## src/rtl/game_flow_ctrl_if.sv

```systemverilog
// Command/status bundle between the two requesters, the game state register and the
// status display, as seen by game_flow_ctrl.
// Handshake: *_req is a level valid held with a stable *_func until the matching *_ack
// pulses for one cycle; the requester must drop or change req after that ack cycle.
interface game_flow_ctrl_if;
    logic       btn_req;
    logic [1:0] btn_func;
    logic       uart_req;
    logic [1:0] uart_func;
    logic       btn_ack;
    logic       uart_ack;
    logic       gs_en;
    logic [1:0] gs_func;
    logic       rej;
    logic       running;
    logic       stopped;
    logic [7:0] game_cnt;

    modport master (
        output btn_req, btn_func, uart_req, uart_func,
        input  btn_ack, uart_ack, gs_en, gs_func, rej, running, stopped, game_cnt
    );

    modport slave (
        input  btn_req, btn_func, uart_req, uart_func,
        output btn_ack, uart_ack, gs_en, gs_func, rej, running, stopped, game_cnt
    );
endinterface

```

## src/rtl/game_flow_ctrl.sv

```systemverilog
// Arbitrates start/end commands from the button panel and UART decoder, drives the
// game state register command port and enforces a hold-off after every stop.
module game_flow_ctrl #(
    parameter int CNT_W     = 16,
    parameter int STOP_HOLD = 1000
) (
    input  logic              clk,
    input  logic              rst,
    game_flow_ctrl_if.slave   bus,
    output logic [1:0]        dbg_phase_o
);

    typedef enum logic [1:0] {
        PH_IDLE    = 2'd0,
        PH_RUN     = 2'd1,
        PH_HOLDOFF = 2'd2,
        PH_STOPPED = 2'd3
    } phase_e;

    localparam logic [1:0]       FUNC_START = 2'b01;
    localparam logic [1:0]       FUNC_END   = 2'b10;
    localparam logic [CNT_W-1:0] HOLD_LOAD  = CNT_W'(STOP_HOLD - 1);

    phase_e           phase_q, phase_d;
    logic [CNT_W-1:0] hold_q, hold_d;
    logic             last_uart_q, last_uart_d;
    logic             btn_ack_q, btn_ack_d;
    logic             uart_ack_q, uart_ack_d;
    logic             gs_en_q, gs_en_d;
    logic [1:0]       gs_func_q, gs_func_d;
    logic             rej_q, rej_d;
    logic [7:0]       game_cnt_q, game_cnt_d;

    logic             can_grant;
    logic             gnt_btn;
    logic             gnt_uart;
    logic [1:0]       func;

    always_ff @(posedge clk) begin
        if (rst) begin
            phase_q     <= PH_IDLE;
            hold_q      <= '0;
            last_uart_q <= 1'b1;
            btn_ack_q   <= 1'b0;
            uart_ack_q  <= 1'b0;
            gs_en_q     <= 1'b0;
            gs_func_q   <= 2'b00;
            rej_q       <= 1'b0;
            game_cnt_q  <= 8'd0;
        end else begin
            phase_q     <= phase_d;
            hold_q      <= hold_d;
            last_uart_q <= last_uart_d;
            btn_ack_q   <= btn_ack_d;
            uart_ack_q  <= uart_ack_d;
            gs_en_q     <= gs_en_d;
            gs_func_q   <= gs_func_d;
            rej_q       <= rej_d;
            game_cnt_q  <= game_cnt_d;
        end
    end

    always_comb begin
        phase_d     = phase_q;
        hold_d      = hold_q;
        last_uart_d = last_uart_q;
        btn_ack_d   = 1'b0;
        uart_ack_d  = 1'b0;
        gs_en_d     = 1'b0;
        gs_func_d   = gs_func_q;
        rej_d       = 1'b0;
        game_cnt_d  = game_cnt_q;

        // An ack-high cycle is a bubble so a still-held req is not consumed twice.
        can_grant = (phase_q != PH_HOLDOFF) && !btn_ack_q && !uart_ack_q;
        gnt_btn   = can_grant && bus.btn_req && (!bus.uart_req || last_uart_q);
        gnt_uart  = can_grant && bus.uart_req && (!bus.btn_req || !last_uart_q);
        func      = gnt_btn ? bus.btn_func : bus.uart_func;

        if (phase_q == PH_HOLDOFF) begin
            if (hold_q == '0) begin
                phase_d = PH_STOPPED;
            end else begin
                hold_d = hold_q - 1'b1;
            end
        end

        if (gnt_btn || gnt_uart) begin
            btn_ack_d   = gnt_btn;
            uart_ack_d  = gnt_uart;
            last_uart_d = gnt_uart;
            if (func == FUNC_START && (phase_q == PH_IDLE || phase_q == PH_STOPPED)) begin
                gs_en_d    = 1'b1;
                gs_func_d  = FUNC_START;
                phase_d    = PH_RUN;
                game_cnt_d = game_cnt_q + 8'd1;
            end else if (func == FUNC_END && phase_q == PH_RUN) begin
                gs_en_d   = 1'b1;
                gs_func_d = FUNC_END;
                phase_d   = PH_HOLDOFF;
                hold_d    = HOLD_LOAD;
            end else begin
                rej_d = 1'b1;
            end
        end
    end

    assign bus.btn_ack  = btn_ack_q;
    assign bus.uart_ack = uart_ack_q;
    assign bus.gs_en    = gs_en_q;
    assign bus.gs_func  = gs_func_q;
    assign bus.rej      = rej_q;
    assign bus.running  = (phase_q == PH_RUN);
    assign bus.stopped  = (phase_q == PH_STOPPED);
    assign bus.game_cnt = game_cnt_q;
    assign dbg_phase_o  = phase_q;

endmodule

```

## src/flat_wrapper.sv

```systemverilog
// flat-port wrapper written by rule: the top's interface ports become plain ports
module game_flow_ctrl_flat 
#(
    parameter int CNT_W     = 16,
    parameter int STOP_HOLD = 1000
)
  (clk, rst, dbg_phase_o, bus_btn_req, bus_btn_func, bus_uart_req, bus_uart_func, bus_btn_ack, bus_uart_ack, bus_gs_en, bus_gs_func, bus_rej, bus_running, bus_stopped, bus_game_cnt);
  game_flow_ctrl_if bus_i ();
  input  logic clk;
  input  logic rst;
  output logic [1:0] dbg_phase_o;
  input wire logic [$bits(bus_i.btn_req)-1:0] bus_btn_req;
  input wire logic [$bits(bus_i.btn_func)-1:0] bus_btn_func;
  input wire logic [$bits(bus_i.uart_req)-1:0] bus_uart_req;
  input wire logic [$bits(bus_i.uart_func)-1:0] bus_uart_func;
  output wire logic [$bits(bus_i.btn_ack)-1:0] bus_btn_ack;
  output wire logic [$bits(bus_i.uart_ack)-1:0] bus_uart_ack;
  output wire logic [$bits(bus_i.gs_en)-1:0] bus_gs_en;
  output wire logic [$bits(bus_i.gs_func)-1:0] bus_gs_func;
  output wire logic [$bits(bus_i.rej)-1:0] bus_rej;
  output wire logic [$bits(bus_i.running)-1:0] bus_running;
  output wire logic [$bits(bus_i.stopped)-1:0] bus_stopped;
  output wire logic [$bits(bus_i.game_cnt)-1:0] bus_game_cnt;
  assign bus_i.btn_req = bus_btn_req;
  assign bus_i.btn_func = bus_btn_func;
  assign bus_i.uart_req = bus_uart_req;
  assign bus_i.uart_func = bus_uart_func;
  assign bus_btn_ack = bus_i.btn_ack;
  assign bus_uart_ack = bus_i.uart_ack;
  assign bus_gs_en = bus_i.gs_en;
  assign bus_gs_func = bus_i.gs_func;
  assign bus_rej = bus_i.rej;
  assign bus_running = bus_i.running;
  assign bus_stopped = bus_i.stopped;
  assign bus_game_cnt = bus_i.game_cnt;
  game_flow_ctrl #(.CNT_W(CNT_W), .STOP_HOLD(STOP_HOLD)) u_core (.clk(clk), .rst(rst), .bus(bus_i), .dbg_phase_o(dbg_phase_o));
endmodule
```

## config.mk

```make
export PLATFORM = sky130hd
export DESIGN_NAME = game_flow_ctrl_flat
export DESIGN_NICKNAME = d
export VERILOG_FILES = /design/src/rtl/game_flow_ctrl_if.sv /design/src/rtl/game_flow_ctrl.sv /design/src/flat_wrapper.sv
export SDC_FILE = /design/constraint.sdc
export NUM_CORES = 1
export LEC_CHECK = 0
export ABC_CLOCK_PERIOD_IN_PS = 6050
export CAP_MARGIN = 20
export CORE_ASPECT_RATIO = 0.7
export CORE_MARGIN = 2
export CORE_UTILIZATION = 58
export DETAILED_ROUTE_END_ITERATION = 12
export PLACE_DENSITY = 0.84
export RECOVER_POWER = 25
export SLEW_MARGIN = 10
export SYNTH_ARGS = -nofsm -noshare
export SYNTH_HDL_FRONTEND = slang
export SYNTH_SLANG_ARGS = --single-unit
```

## constraint.sdc

```tcl
create_clock -name clk -period 6.05 [get_ports clk]
set_input_delay 1.815 -clock clk [delete_from_list [all_inputs] [get_ports clk]]
set_output_delay 1.815 -clock clk [all_outputs]
set_load 0.01 [all_outputs]
```

==> results of run 1 <==
-- registers in the layout, summed over array words and instances (netlist names) --
signal and flops:
u_core.hold_q 16, u_core.bus.game_cnt 8, u_core.bus.gs_func 2, u_core.dbg_phase_o 2
u_core.bus.btn_ack 1, u_core.bus.gs_en 1, u_core.bus.rej 1, u_core.bus.uart_ack 1
u_core.last_uart_q 1
-- per-stage QoR --
| step | cells | setup WS, ps | hold slack [ps] |
|---|---|---|---|
| after detailed placement | 257 | 2350 | 475 |
| after floorplan | 203 | 2930 | 483 |
| final | 265 | 2640 | 490 |
| after global placement | 257 | 2420 | 475 |
| after CTS | 265 | 2640 | 495 |
| after global routing | 265 | 2540 | 502 |
-- kinds of logic after synthesis --
logic type | Yosys count | share of synthesized area [%]
DFF | 33 | 35.3
AOI/OAI and AO/OA | 53 | 21.9
adders and majority gates | 6 | 4.01
muxes | 8 | 4.68
and+or+nand+nor | 84 | 30.0
buffers and inverters | 19 | 4.15
-- cell usage after synthesis (all sizes together) --
cell     count  share of area, %
inv          9               1.8
nand2        4              0.80
o21ai       10               2.9
a31oi        9               3.0
or3          8               2.9
o31ai        7               3.5
nand4b       1              0.47
a21oi        6               1.8
buf          3              0.94
a211oi      11               5.5
nand3        5               1.3
dfxtp       33                35
o21a         1              0.40
nor3b        1              0.40
and3b        4               1.9
ha           6               4.0
nor3         4               1.3
and2         1              0.33
a2111oi      1              0.80
o22ai        1              0.33
nor2b        7               2.3
o32ai        3               1.8
a2bb2oi      1              0.47
o211ai       1              0.40
nor4         3               1.8
nor4b        3               2.5
o31a         2              0.94
or4         10               4.2
nor2        14               2.8
and4         3               1.4
nand4        4               1.3
nand2b       8               2.7
mux2         6               3.6
and3         1              0.33
or2          3               1.0
mux2i        2               1.1
clkbuf       7               1.4
-- path summary, 6_finish.rpt --
kind | from | end | depth (start not counted) | slack (ps)
setup / recovery | bus_btn_func[1] | u_core.bus.game_cnt[3] | 5 | 2640
setup reg to reg | u_core.dbg_phase_o[0] | u_core.bus.game_cnt[3] | 6 | 3610
hold reg to reg | u_core.bus.gs_func[0] | u_core.bus.gs_func[0] | 2 | 490
hold / removal | u_core.bus.gs_func[0] | u_core.bus.gs_func[0] | 2 | 490
-- where the power goes --
group / internal [uW] / total, uW / switching (uW)
Sequential: 234 / 253 / 19.0
Combinational: 78.6 / 185 / 106
Clock: 103 / 185 / 82.2
-- placed cells by master, fill, tap and decap left out, drive strengths merged, types with 2 or more instances in the layout --
cell type,n
a31oi,9
clkdlybuf4s50,14
ha,6
nor3,4
inv,9
o21ai,10
o32ai,3
or4,10
nor2,14
nor2b,7
dfxtp,33
nand3,5
nand4,4
o31ai,7
and3b,4
dlygate4sd3,11
and4,3
or2,3
a21oi,6
nor4,3
nand2b,8
nand2,4
nor4b,3
clkbuf,7
mux2i,2
or3,8
o31a,2
mux2,6
a211oi,11
-- area by class of cell --
class	count	share of cell area, %
flip-flops and latches	33	29.6
clock buffers	7	4.31
repair buffers	26	11.5
clock inverters	1	0.224
well taps	38	2.13
multi-input cells	151	50.7
inverters	9	1.51
-- worst min-delay path, delay by kind of cell (launching register included) --
| family | cells | cell delay (ps) |
|---|---|---|
| buf+inv | 1 | 50 |
| compound gates | 1 | 70 |
| flops | 1 | 320 |
-- layer usage --
| layer | vias up | GRT usage [%] | share of wire [%] |
|---|---|---|---|
| met3 | 10 | 7.75 | 6.1 |
| met4 | 0 | 11.9 | 1.8 |
| li1 | 822 | - | - |
| met1 | 797 | 32.3 | 48 |
| met2 | 53 | 36.4 | 44 |
| met5 | - | 0 | 0 |
==> results.yml, run 1 <==
worst_setup_path:
  path_buf_inv: 1
  cp.required_ps: 6240
  cp_data_arrival_time_ps: 3600
  path_cells: "clkdlybuf4s50_1 -> and3b_1 -> nand4_1 -> a211oi_1 -> mux2_2"
  endpoint_kind: "flip-flop"
  critPathTopFamily: "simple AND/OR/NAND/NOR gates"
  start_kind: "primary input"
  crit_fanout: 8
  criticalPathCategory: "in -> reg"
  cpPeakStageDelay_ps: 430
  critPathSlowestCell: "clkdlybuf4s50_1"
sta:
  setup_violations: 0
  drv_slew: 0
  max-slew-margin-rel_pct: 36.4
  fin_crit_sh_pct: 56.4
  min_period_ps: 3410
  fmax_ghz: 0.293
  hold_viol: 0
  finalSetupTns_ps: 0
  worst_slew_pin_slew_ps: 951
  rsz0062_at_grt: "no"
  clock_skew_ps: 4.15
cells_and_area:
  fin_util_pct: 71.9
  seq_area_sq_um: 661
  multiInputGateArea_sq_um: 1130
  final_cell_area_sq_um: 2230
  layout-drive-gt1-share_pct: 14.5
  final_nets: 240
  synthToLayoutAreaGrowth_pct: 19.4
  n_antenna_cell: 0
  fillers: 228
status:
  outcome: "finished clean"
die:
  row_count: 17
  initial_core_util_pct: 60.2
  io_pins: 26
  core_sq_um: 3110
  dieArea_sq_um: 3700
  fp.dieH_microns: 51.5
  die_x_microns: 71.9
power:
  power_uw: 623
  leakagePower_uw: 0.000814
  ir_drop_mv: 0.166
  p_per_area_nw_per_um2: 279
global_routing:
  track_usage_pct: 24.5
  grt_start_max_net_pins: 25
  overflow: 0
  grt_pass1_wl_mm: 6.96
  antenna_found_initial: 0
  grt_pass1_vias: 1534
cts:
  cts.htree.levels: 2
  post-cts-setup-buffer-count: 0
  cts_buffers: 5
  ctsResizeCount: 0
  cts_root_buffer: "clkbuf_8"
  ctsHoldBuffers: 0
  clock_latency_ps: 290
  path_clk_slew_ps: 70
  clock_path_buffers: 2
  tritoncts: "done"
  cts_sinks: 33
detailed_routing:
  wl_mm: 4.14
  first_pass_iters: 4
  initialDrtViolationCount: 123
  drcViolationCount: 0
  antenna_left: 0
  vias: 1682
  wl_per_cell_microns: 15.6
  via_per_inst: 6.35
hold_path:
  hold_path_class: "reg -> reg"
yosys:
  syn-num-nets: 217
  syn_inst: 203
  seq_area_frac_synth_pct: 35.3
  ys_ff_latch: 33
  synth.distinct_cells: 50
  ys_warn_count: 0
  avgSynthCellArea_sq_um: 9.21
  netlist_area_sq_um: 1870
place:
  port_buffers: 25
  globalplace.congestion: 0.878
  detailed_place_hpwl_mm: 2.92
  placed_cell_area_sq_um: 2130
run:
  drv_cap: 0
Power figures use the tool's default switching activity.
==> run 2, diff against run 1 <==
--- a/config.mk
+++ b/config.mk
@@ -5,13 +5,13 @@
 export SDC_FILE = /design/constraint.sdc
 export NUM_CORES = 1
 export LEC_CHECK = 0
-export ABC_CLOCK_PERIOD_IN_PS = 6050
+export ABC_CLOCK_PERIOD_IN_PS = 3100
 export CAP_MARGIN = 20
 export CORE_ASPECT_RATIO = 0.7
 export CORE_MARGIN = 2
-export CORE_UTILIZATION = 58
+export CORE_UTILIZATION = 49
 export DETAILED_ROUTE_END_ITERATION = 12
-export PLACE_DENSITY = 0.84
+export PLACE_DENSITY = 0.76
 export RECOVER_POWER = 25
 export SLEW_MARGIN = 10
 export SYNTH_ARGS = -nofsm -noshare
==> constraint.sdc (replaced) <==
create_clock -name clk -period 3.1 [get_ports clk]
set_input_delay 0.93 -clock clk [delete_from_list [all_inputs] [get_ports clk]]
set_output_delay 0.93 -clock clk [all_outputs]
set_load 0.01 [all_outputs]
==> results.yml, run 2 (same netlist as run 1, synthesis figures left out) <==
worst_setup_path:
  start_kind: "primary input"
  worstReg2RegEnd: "u_core.bus.game_cnt[6]"
  critPathTopFamily: "buffers and inverters"
  r2r_cells: 6
  cp.required_ps: 3270
  cp_data_arrival_time_ps: 2790
  r2r_slack_ps: 650
  endpoint_kind: "flip-flop"
  critPathSlowestCell: "dlygate4sd3_1"
  path_buf_inv: 1
  path_cells: "dlygate4sd3_1 -> nand4_1 -> a2111oi_2 -> mux2_2"
  criticalPathCategory: "in -> reg"
  worstSetupPathDepth: 4
  cpPeakStageDelay_ps: 690
  r2r-start: "u_core.dbg_phase_o[0]"
  crit_fanout: 8
cells_and_area:
  n_antenna_cell: 0
  fillers: 313
  instances_no_fill: 278
  largest_register_ffs: 16
  final_nets: 241
  top_register: "u_core.hold_q"
  multiInputGateArea_sq_um: 1130
  final_cell_mix: "dfxtp_1, clkdlybuf4s50_1, nor2_1"
  synthToLayoutAreaGrowth_pct: 19.3
  final_common_cell: "dfxtp_1"
  layout-drive-gt1-share_pct: 13.6
  seq_area_sq_um: 661
sta:
  hold_ws_ps: 487
  clock_skew_ps: 5.47
  fmax_ghz: 0.383
  finalSetupTns_ps: 0
  hold_viol: 0
  setup_violations: 0
  max-slew-margin-rel_pct: 49.4
  rsz0062_at_grt: "no"
  fin_crit_sh_pct: 84.2
  drv_slew: 0
  worst_slew_pin_slew_ps: 759
  min_period_ps: 2610
status:
  outcome: "finished clean"
detailed_routing:
  highest_layer: "met4"
  wl_mm: 3.86
  wl_per_cell_microns: 13.9
  wl_met2_mm: 1.56
  met3_length_microns: 198
  initialDrtViolationCount: 77
  drcViolationCount: 0
  drt-met1-wl_mm: 2.08
  antenna_left: 0
  first_pass_iters: 4
  via_per_inst: 5.83
  vias: 1620
cts:
  clock_path_buffers: 2
  tritoncts: "done"
  cts_buffers: 5
  cts_sinks: 33
  cts.htree.levels: 2
  ctsHoldBuffers: 0
  ctsResizeCount: 0
  post-cts-setup-buffer-count: 0
  clock_latency_ps: 280
  path_clk_slew_ps: 70
  cts_root_buffer: "clkbuf_8"
place:
  detailed_place_hpwl_mm: 2.75
  globalplace.congestion: 0.869
  dp.cells: 270
  port_buffers: 25
power:
  p_per_area_nw_per_um2: 527
  leakagePower_uw: 0.000792
  ir_drop_mv: 0.268
  power_uw: 1180
global_routing:
  grt_start_max_net_pins: 39
  overflow: 0
  antenna_found_initial: 0
  track_usage_pct: 19.2
  grt_pass1_vias: 1417
  grt_pass1_wl_mm: 6.75
hold_path:
  min_delay_path_depth: 2
  min-delay-start: "u_core.bus.gs_func[0]"
  hold_path_class: "reg -> reg"
  hold_path_end: "u_core.bus.gs_func[0]"
run:
  drv_cap: 0
die:
  dieArea_sq_um: 4340
  io_pins: 26
  initial_core_util_pct: 52.2
  row_count: 18
  die_x_microns: 77.8
  core_sq_um: 3580
  fp.dieH_microns: 55.7
## run 2: cell count changes in the layout (fill, tap and decap cells not counted)
cell,delta
clkbuf_2,+1
clkinv_2,-1
clkbuf_1,+3
dlygate4sd3_1,-3
clkbuf_8,-2
clkdlybuf4s50_1,+3
## run 2: where the power goes
part           internal (uW)  switching [uW]
Sequential               457            36.9
Combinational            163             205
Clock                    160             154
Total                    780             396
## run 2: worst max path at each step
stage / from / to / slack (ps)
floorplan: bus_btn_req / u_core.bus.game_cnt[6] / 860
global placement: bus_btn_func[1] / u_core.bus.game_cnt[6] / 320
detailed placement: bus_btn_func[0] / u_core.bus.game_cnt[6] / 290
CTS: bus_btn_func[0] / u_core.bus.game_cnt[6] / 590
global route: bus_btn_req / u_core.bus.game_cnt[6] / 400
finish: bus_btn_req / u_core.bus.game_cnt[6] / 490
## run 2: cell type report
class	count	area share, %
clock buffer	8	3.59
sequential	33	29.6
multi-input combinational	151	50.7
inverter	9	1.51
timing repair buffer	27	11.8
tap	50	2.80
## run 2: routing by layer
layer | global-route usage [%] | vias to the layer above
met5 | 0 | -
met3 | 5.19 | 2
met4 | 5.36 | 0
li1 | - | 822
met2 | 27.2 | 36
met1 | 28.4 | 760
## run 2: worst reg2reg max path, cell delays in order (launching register included)
cell,delay [ps]
dfxtp_1,430
inv_1,70
ha_1,290
nor3_2,380
nand4_1,410
a2111oi_2,410
mux2_2,360
## run 2: stage by stage
step	cell area (sq um)	util (%)	worst slack, ps
6_report	2230	62.3	489
2_1_floorplan	1870	-	863
3_5_place_dp	2150	60.2	289
5_1_grt	2230	62.3	400
3_3_place_gp	2150	60.2	321
4_1_cts	2230	62.4	590
==> run 3, diff against run 2 <==
--- a/config.mk
+++ b/config.mk
@@ -5,7 +5,7 @@
 export SDC_FILE = /design/constraint.sdc
 export NUM_CORES = 1
 export LEC_CHECK = 0
-export ABC_CLOCK_PERIOD_IN_PS = 3100
+export ABC_CLOCK_PERIOD_IN_PS = 2300
 export CAP_MARGIN = 20
 export CORE_ASPECT_RATIO = 0.7
 export CORE_MARGIN = 2
==> constraint.sdc (replaced) <==
create_clock -name clk -period 2.3 [get_ports clk]
set_input_delay 0.69 -clock clk [delete_from_list [all_inputs] [get_ports clk]]
set_output_delay 0.69 -clock clk [all_outputs]
set_load 0.01 [all_outputs]
==> results.yml, run 3 (same netlist as run 1, synthesis figures left out) <==
cts:
  ctsHoldBuffers: 0
  cts_root_buffer: "clkbuf_8"
  post-cts-setup-buffer-count: 0
  tritoncts: "done"
  cts_sinks: 33
  cts_buffers: 5
  clock_path_buffers: 2
  clock_latency_ps: 290
  cts.htree.levels: 2
  ctsResizeCount: 0
  path_clk_slew_ps: 80
place:
  port_buffers: 25
  globalplace.congestion: 0.816
  detailed_place_hpwl_mm: 3.10
global_routing:
  overflow: 0
  antenna_found_initial: 0
  use_met3_pct: 5.84
  globalRouteMet2Util_pct: 28.6
  gr-max-usage-layer: "met1"
  grt_pass1_vias: 1541
  grt_use_met1_pct: 33.4
  grt_start_max_net_pins: 26
  track_usage_pct: 21.8
  grt_pass1_wl_mm: 7.49
worst_setup_path:
  start_kind: "primary input"
  r2r_cells: 5
  cp.required_ps: 2490
  r2r_slack_ps: 150
  worstReg2RegEnd: "u_core.bus.game_cnt[6]"
  endpoint_kind: "flip-flop"
  critPathSlowestCell: "clkdlybuf4s50_1"
  crit_fanout: 8
  path_cells: "clkdlybuf4s50_1 -> nor2b_1 -> o31ai_4 -> a2111oi_2 -> mux2_2"
  r2r-start: "u_core.dbg_phase_o[1]"
  criticalPathCategory: "in -> reg"
  cp_data_arrival_time_ps: 2350
  cpPeakStageDelay_ps: 490
die:
  row_count: 18
  initial_core_util_pct: 52.2
  io_pins: 26
  die_x_microns: 77.8
  fp.dieH_microns: 55.7
  core_sq_um: 3580
  dieArea_sq_um: 4340
cells_and_area:
  final_common_cell: "dfxtp_1"
  n_antenna_cell: 0
  seq_area_sq_um: 661
  largest_register_ffs: 16
  final_nets: 254
  top_register: "u_core.hold_q"
  final_cell_mix: "dfxtp_1, clkdlybuf4s50_1, nor2_1, buf_4"
  multiInputGateArea_sq_um: 1130
  layout-drive-gt1-share_pct: 19.1
  synthToLayoutAreaGrowth_pct: 25.5
  fillers: 303
sta:
  drv_slew: 0
  fmax_ghz: 0.462
  hold_viol: 0
  setup_violations: 0
  rsz0062_at_grt: "no"
  min_period_ps: 2160
  finalSetupTns_ps: 0
  worst_slew_pin_slew_ps: 732
  fin_crit_sh_pct: 94.0
  clock_skew_ps: 9.40
  max-slew-margin-rel_pct: 51.0
detailed_routing:
  drcViolationCount: 0
  initialDrtViolationCount: 157
  first_pass_iters: 4
  antenna_left: 0
  via_per_inst: 5.96
  vias: 1733
  wl_mm: 4.43
  wl_per_cell_microns: 15.2
run:
  drv_cap: 0
hold_path:
  hold_path_class: "reg -> reg"
  min-delay-start: "u_core.bus.gs_func[1]"
  hold_path_end: "u_core.bus.gs_func[1]"
  min_delay_path_depth: 2
status:
  outcome: "finished clean"
power:
  p_per_area_nw_per_um2: 710
  leakagePower_uw: 0.000871
  power_uw: 1670
  ir_drop_mv: 0.424
run 3: cell types whose count changed in the layout (fill, tap and decap cells not counted), sizes merged:
cell | previous run | this run
clkinvlp | 0 | 1
buf | 1 | 15
clkbuf | 9 | 5
clkinv | 0 | 2
dlygate4sd3 | 8 | 9
clkdlybuf4s50 | 17 | 16
run 3: routing by layer:
metal / part of all wire (%) / up-vias
met3: 6.8 / 7
met1: 51 / 817
met4: 1.3 / 0
li1: - / 858
met5: 0 / -
met2: 41 / 51
run 3: critical path, delay by kind of cell:
family	cells	cell delay, ps
buffers and inverters	1	490
AOI/OAI and AO/OA	2	520
muxes	1	370
and+or+nand+nor	1	280
run 3: how the worst max path moves through the flow:
stage                                     start                     end  slack, ps  depth (start not counted)
after floorplan           u_core.dbg_phase_o[0]  u_core.bus.game_cnt[6]        100                          6
after global placement             bus_uart_req  u_core.bus.game_cnt[6]       -150                          5
after detailed placement           bus_uart_req  u_core.bus.game_cnt[6]       -170                          5
after CTS                 u_core.dbg_phase_o[1]       u_core.hold_q[14]        110                          5
after global routing      u_core.dbg_phase_o[1]  u_core.bus.game_cnt[6]         20                          5
final                              bus_uart_req  u_core.bus.game_cnt[6]        140                          5
run 3: power breakdown:
part | leakage, uW | internal, uW | switching [uW]
Sequential | 0.000267 | 615 | 45.5
Combinational | 0.000560 | 257 | 306
Clock | 0.0000439 | 209 | 233
Total | 0.000871 | 1080 | 584
run 3: area by class of cell:
| type | instances | area share [%] |
|---|---|---|
| Multi-Input combinational cell | 151 | 48.1 |
| Sequential cell | 33 | 28.1 |
| Timing Repair Buffer | 40 | 16.0 |
| Clock buffer | 5 | 2.93 |
| Tap cell | 50 | 2.67 |
| Inverter | 9 | 1.44 |
| Clock inverter | 3 | 0.746 |
run 3: metrics by stage:
| stage | hold WS, ps | instance area (sq um) | setup slack [ps] | utilization, % | std cells |
|---|---|---|---|---|---|
| 4_1_cts | 494 | 2340 | 115 | 65.4 | 290 |
| 6_report | 485 | 2350 | 138 | 65.5 | 291 |
| 2_1_floorplan | 483 | 1870 | 95.0 | - | 203 |
| 5_1_grt | 510 | 2350 | 19.8 | 65.5 | 291 |
| 3_3_place_gp | 477 | 2260 | -153 | 63.0 | 282 |
| 3_5_place_dp | 477 | 2260 | -172 | 63.0 | 282 |
